`src/rtl/alu_latency_monitor.sv`:
```
// Per-channel issue-to-response latency monitor for the banked ALU.
// Scores each transaction against [MIN_LAT, MAX_LAT] and keeps saturating pass/fail totals.
//
// state  | meaning
// S_IDLE | no transaction outstanding; a response here is an orphan
// S_WAIT | command issued, counting cycles until response or timeout
module alu_latency_monitor #(
    parameter int NUM_CH  = 4,
    parameter int MIN_LAT = 3,
    parameter int MAX_LAT = 5,
    parameter int CNT_W   = 16,
    parameter int LAT_W   = $clog2(MAX_LAT + 1) + 1
) (
    input  logic                    clock,
    input  logic                    reset,
    input  logic                    clear,
    input  logic [NUM_CH-1:0]       cmd_valid,
    input  logic [NUM_CH-1:0]       resp_valid,
    output logic [NUM_CH-1:0]       busy,
    output logic [NUM_CH-1:0]       pass_pulse,
    output logic [NUM_CH-1:0]       fail_pulse,
    output logic [NUM_CH-1:0]       timeout_pulse,
    output logic [NUM_CH-1:0]       proto_err_pulse,
    output logic [NUM_CH*LAT_W-1:0] last_latency,
    output logic [CNT_W-1:0]        pass_count,
    output logic [CNT_W-1:0]        fail_count
);

    typedef enum logic {S_IDLE = 1'b0, S_WAIT = 1'b1} state_t;

    localparam int SUM_W = CNT_W + $clog2(NUM_CH + 1);
    localparam logic [LAT_W-1:0] MIN_L   = LAT_W'(MIN_LAT);
    localparam logic [LAT_W-1:0] MAX_L   = LAT_W'(MAX_LAT);
    localparam logic [LAT_W-1:0] TOUT_L  = LAT_W'(MAX_LAT + 1);
    localparam logic [LAT_W-1:0] ONE_L   = LAT_W'(1);
    localparam logic [SUM_W-1:0] SAT_LIM = {{(SUM_W-CNT_W){1'b0}}, {CNT_W{1'b1}}};

    state_t           r_state [NUM_CH];
    logic [LAT_W-1:0] r_cnt   [NUM_CH];

    logic [NUM_CH-1:0] w_pass_ev;
    logic [NUM_CH-1:0] w_fail_ev;
    logic [SUM_W-1:0]  w_pass_sum;
    logic [SUM_W-1:0]  w_fail_sum;
    logic [CNT_W-1:0]  w_pass_next;
    logic [CNT_W-1:0]  w_fail_next;

    function automatic logic [SUM_W-1:0] popcount(input logic [NUM_CH-1:0] v);
        logic [SUM_W-1:0] p;
        p = '0;
        for (int i = 0; i < NUM_CH; i++) p = p + SUM_W'(v[i]);
        return p;
    endfunction

    // Scoring events are decoded once so pulses and totals cannot disagree.
    always_comb begin
        w_pass_ev = '0;
        w_fail_ev = '0;
        for (int i = 0; i < NUM_CH; i++) begin
            if (r_state[i] == S_WAIT) begin
                if (resp_valid[i]) begin
                    if (r_cnt[i] >= MIN_L && r_cnt[i] <= MAX_L) w_pass_ev[i] = 1'b1;
                    else if (r_cnt[i] < MIN_L)                  w_fail_ev[i] = 1'b1;
                end else if (r_cnt[i] == MAX_L) begin
                    w_fail_ev[i] = 1'b1;
                end
            end
        end
        w_pass_sum  = {{(SUM_W-CNT_W){1'b0}}, pass_count} + popcount(w_pass_ev);
        w_fail_sum  = {{(SUM_W-CNT_W){1'b0}}, fail_count} + popcount(w_fail_ev);
        w_pass_next = (w_pass_sum > SAT_LIM) ? {CNT_W{1'b1}} : w_pass_sum[CNT_W-1:0];
        w_fail_next = (w_fail_sum > SAT_LIM) ? {CNT_W{1'b1}} : w_fail_sum[CNT_W-1:0];
    end

    always_ff @(posedge clock or negedge reset) begin
        if (!reset) begin
            for (int i = 0; i < NUM_CH; i++) begin
                r_state[i] <= S_IDLE;
                r_cnt[i]   <= '0;
            end
            pass_pulse      <= '0;
            fail_pulse      <= '0;
            timeout_pulse   <= '0;
            proto_err_pulse <= '0;
            last_latency    <= '0;
            pass_count      <= '0;
            fail_count      <= '0;
        end else if (clear) begin
            for (int i = 0; i < NUM_CH; i++) begin
                r_state[i] <= S_IDLE;
                r_cnt[i]   <= '0;
            end
            pass_pulse      <= '0;
            fail_pulse      <= '0;
            timeout_pulse   <= '0;
            proto_err_pulse <= '0;
            last_latency    <= '0;
            pass_count      <= '0;
            fail_count      <= '0;
        end else begin
            pass_pulse      <= w_pass_ev;
            fail_pulse      <= w_fail_ev;
            timeout_pulse   <= '0;
            proto_err_pulse <= '0;
            pass_count      <= w_pass_next;
            fail_count      <= w_fail_next;
            for (int i = 0; i < NUM_CH; i++) begin
                case (r_state[i])
                    S_IDLE: begin
                        if (resp_valid[i]) proto_err_pulse[i] <= 1'b1;
                        if (cmd_valid[i]) begin
                            r_state[i] <= S_WAIT;
                            r_cnt[i]   <= ONE_L;
                        end
                    end
                    S_WAIT: begin
                        if (resp_valid[i]) begin
                            last_latency[i*LAT_W +: LAT_W] <= r_cnt[i];
                            if (cmd_valid[i]) r_cnt[i]   <= ONE_L;
                            else              r_state[i] <= S_IDLE;
                        end else begin
                            // Stray command: keep timing the outstanding transaction.
                            if (cmd_valid[i]) proto_err_pulse[i] <= 1'b1;
                            if (r_cnt[i] == MAX_L) begin
                                timeout_pulse[i]               <= 1'b1;
                                last_latency[i*LAT_W +: LAT_W] <= TOUT_L;
                                r_state[i]                     <= S_IDLE;
                            end else begin
                                r_cnt[i] <= r_cnt[i] + ONE_L;
                            end
                        end
                    end
                    default: r_state[i] <= S_IDLE;
                endcase
            end
        end
    end

    always_comb begin
        busy = '0;
        for (int i = 0; i < NUM_CH; i++) busy[i] = (r_state[i] == S_WAIT);
    end

endmodule

```
`config.mk`:
```
export PLATFORM = sky130hd
export DESIGN_NAME = alu_latency_monitor
export DESIGN_NICKNAME = d
export VERILOG_FILES = /design/src/rtl/alu_latency_monitor.sv
export SDC_FILE = /design/constraint.sdc
export NUM_CORES = 1
export LEC_CHECK = 0
export CAP_MARGIN = 5
export CORE_ASPECT_RATIO = 1.75
export CORE_MARGIN = 1.5
export CORE_UTILIZATION = 57
export DETAILED_ROUTE_END_ITERATION = 7
export PLACE_DENSITY = 0.95
export SKIP_LAST_GASP = 1
export SLEW_MARGIN = 15
export SYNTH_ARGS = -nofsm -noshare
export SYNTH_HDL_FRONTEND = slang
export SYNTH_SLANG_ARGS = --single-unit
```
`constraint.sdc`:
```
create_clock -name clock -period 6.3 [get_ports clock]
set_input_delay 0.945 -clock clock [delete_from_list [all_inputs] [get_ports clock]]
set_output_delay 0.945 -clock clock [all_outputs]
set_load 0.02 [all_outputs]
```
==> summary.txt <==
Ys async rst share: 100%
Leading post-synthesis cells by cell area: sky130_fd_sc_hd__dfrtp_1 48%, sky130_fd_sc_hd__a21oi_1 5.3%, sky130_fd_sc_hd__nor2_1 4.6%
Number of global-route vias before repair: 3634
Portion of the post-synthesis area used by sequential elements: 47.6%
Detailed-placement wirelength estimate: 6860 microns
Library cell with the largest summed area after synthesis: sky130_fd_sc_hd__dfrtp_1
Cts-stage hold buffer count: 0
Horizontal die dimension: 69.5 microns
Total CTS buffers: 9
Number of flops mapped to enable cells by yosys: 0
Class of the tightest hold or removal check: flop to flop
Timing-limited maximum frequency: 0.235 GHz
Core Rows: 42
Total number of vias: 3692
Slack of the worst reg-to-reg path: 2.48 ns
Final Max Tran Viols: 0
Depth of the CTS H-tree: 3
Worst hold-check slack: 0.513 ns
Peak supply drop: 0.166 mV
Share of layout cells above drive strength 1: 5.31%
Worst clock skew: 0.00552 ns
Proportion of netlist area held by the largest area contributor: 47.6%
Final routed wire length divided by cell count: 16.4 microns
Final WL: 10100 microns
Total of endpoints with negative setup slack in the final report: 0
Critical Path End Type: flop
Initial cell density of the core: 58.7%
Root buf cell: sky130_fd_sc_hd__clkbuf_16
Sum of overflow across all layers after global routing: 0
Share of the core filled with cells: 73.1%
Most common flop cell mapped by yosys: sky130_fd_sc_hd__dfrtp_1
Placeable core region: 7510 sq um
First-pass GRT wire length: 16800 microns
Count of placed standard cells in the final layout, fillers left out: 615
Final min period: 4.26 ns
Worst setup path start: resp_valid[2]
Cell Area, Synth: 4410 sq um
Setup repair after global routing missed its margin: no
Critical path required time: 6.48 ns
Post-CTS setup buffer count: 0
Iteration count of the initial detailed-routing pass: 5
Weighted congestion at the end of routability-driven global placement: 0.844
Cell with the most instances after synthesis: sky130_fd_sc_hd__dfrtp_1
CTS tree: built
Worst Setup Slack post-DPL: 1.72 ns
Gate Count Post-Synth: 455
Post-synthesis sequential element count: 84
Startpoint of the worst register-to-register path: r_cnt[5]$_DFFE_PN0P_
Die Outline Area: 8300 sq um
Termination of the worst setup path: fail_count[7]$_DFF_PN0_
Tightest Pin Transition: 1.04 ns
Clock latency on the worst-skew pair: 0.34 ns
Worst slew margin relative to its limit: 30.3%
Max cap viols: 0
Start-to-end type of the worst setup path: input pin to flop
CP Max Fanout: 11
Drt via density: 6.00
Synth-to-Final Area Change: 24.5%
Placed Cells incl. Taps: 599
Crit start category: input pin
Antenna violations before repair: 0
Clock Pin Slew Worst Setup and Hold Paths: 0.06 ns
Antenna-violating nets left: 0
Final #Nets: 553
Number of library cell types mapped by synthesis: 48
Die Y-Extent: 119 microns
Pin count of the biggest net entering global routing: 85
Final worst-path setup slack: 2.04 ns
Leakage power: 2.29 nW
Total power density per cell area: 218 nW/um^2
Aggregate negative setup slack: 0 ns
I/O pin count: 79
Crit path DAT: 4.44 ns
Synthesized area divided by synthesized cell count: 9.70 sq um
Post-route DRC: 0
Overall routing resource usage: 25.4%
Most used standard cells in the synthesized netlist: 84 x sky130_fd_sc_hd__dfrtp_1, 54 x sky130_fd_sc_hd__nor2_1, 47 x sky130_fd_sc_hd__a21oi_1
Max Buffers Root-to-Sink: 2
Clock sink count: 84
Count of yosys warnings during synthesis: 0
Cells resized by post-CTS repair: 0
End of the worst register-to-register path: fail_count[7]$_DFF_PN0_
Outcome: completed
Antenna diode count: 0
First-iteration detailed-routing DRC count: 300
Length in cells of the worst reg-to-reg path: 13
Final hold violation count: 0
Final clock period utilization by the worst path: 67.6%
Net count after synthesis: 486
Count of input and output buffers: 78
## cell type report
type | instances | area [sq um]
clock inverter | 1 | 5.00
tap | 88 | 110
sequential | 84 | 2100
clock buffer | 15 | 278
inverter | 21 | 78.8
fill | 550 | 2020
multi-input combinational | 327 | 2140
timing repair buffer | 79 | 781
## sequential cells by signal (all words and copies together) (netlist names)
name,cells
fail_count,16
last_latency,16
pass_count,16
r_cnt,16
busy,4
fail_pulse,4
pass_pulse,4
proto_err_pulse,4
timeout_pulse,4
## worst max-delay path, stage by stage
cell	delay (ns)
sky130_fd_sc_hd__clkdlybuf4s50_1	0.53
sky130_fd_sc_hd__and3b_1	0.27
sky130_fd_sc_hd__a21oi_1	0.04
sky130_fd_sc_hd__or3b_2	0.48
sky130_fd_sc_hd__fa_1	0.51
sky130_fd_sc_hd__inv_1	0.05
sky130_fd_sc_hd__fa_1	0.44
sky130_fd_sc_hd__fa_1	0.44
sky130_fd_sc_hd__nand3_1	0.20
sky130_fd_sc_hd__nor3_1	0.09
sky130_fd_sc_hd__nand3_1	0.32
sky130_fd_sc_hd__a21oi_1	0.13
## cell usage in the layout, fill, tap and decap left out, drive strengths merged, types with 16 or more instances in the layout
cell type,synthesis,routed
nand2,16,16
nor3,25,25
clkdlybuf4s50,0,76
a21oi,47,47
nor2b,16,16
inv,21,21
nor2,54,54
xnor2,19,19
dfrtp,84,84
## logic make-up after synthesis
kind of cell             share of synthesized area [%]
AND/OR/NAND/NOR                                   23.1
AO/OA/AOI/OAI                                     13.5
flip-flops                                        47.6
buffers and inverters                             3.91
XOR/XNOR                                          3.97
adder cells (fa/ha/maj)                           6.69
multiplexers                                      1.22
## per-stage QoR
stage	cell area (sq um)	power (mW)
final	5490	1.20
after floorplan	4410	0.648
after CTS	5490	1.20
after detailed placement	5210	0.706
after global placement	5210	0.701
after global routing	5490	1.24
## how the worst min path moves through the flow
stage	endpoint	cells after the start	slack, ns	from
after global placement	last_latency[11]$_DFFE_PN0P_	2	0.49	last_latency[11]$_DFFE_PN0P_
after detailed placement	last_latency[4]$_DFFE_PN0P_	2	0.51	last_latency[4]$_DFFE_PN0P_
after global routing	last_latency[12]$_DFFE_PN0P_	2	0.55	last_latency[12]$_DFFE_PN0P_
after CTS	last_latency[4]$_DFFE_PN0P_	2	0.52	last_latency[4]$_DFFE_PN0P_
final	last_latency[4]$_DFFE_PN0P_	2	0.51	last_latency[4]$_DFFE_PN0P_
after floorplan	fail_pulse[3]$_DFF_PN0_	1	0.51	r_cnt[3]$_DFFE_PN0P_
## metal layers
layer | track usage, % | vias up | share of wire (%) | routed length (microns)
met5 | 0 | - | 0 | 0
met4 | 10.2 | 0 | 2.0 | 206
met3 | 6.09 | 21 | 4.5 | 450
met2 | 45.0 | 105 | 55 | 5490
met1 | 29.1 | 1823 | 39 | 3920
li1 | - | 1743 | - | -
## report_power, final
| group | switching [mW] | total [mW] | internal, mW |
|---|---|---|---|
| clock | 0.200 | 0.499 | 0.299 |
| sequential | 0.0143 | 0.568 | 0.553 |
| combinational | 0.0770 | 0.129 | 0.0516 |
No activity file was read; power rests on OpenSTA's default activity.
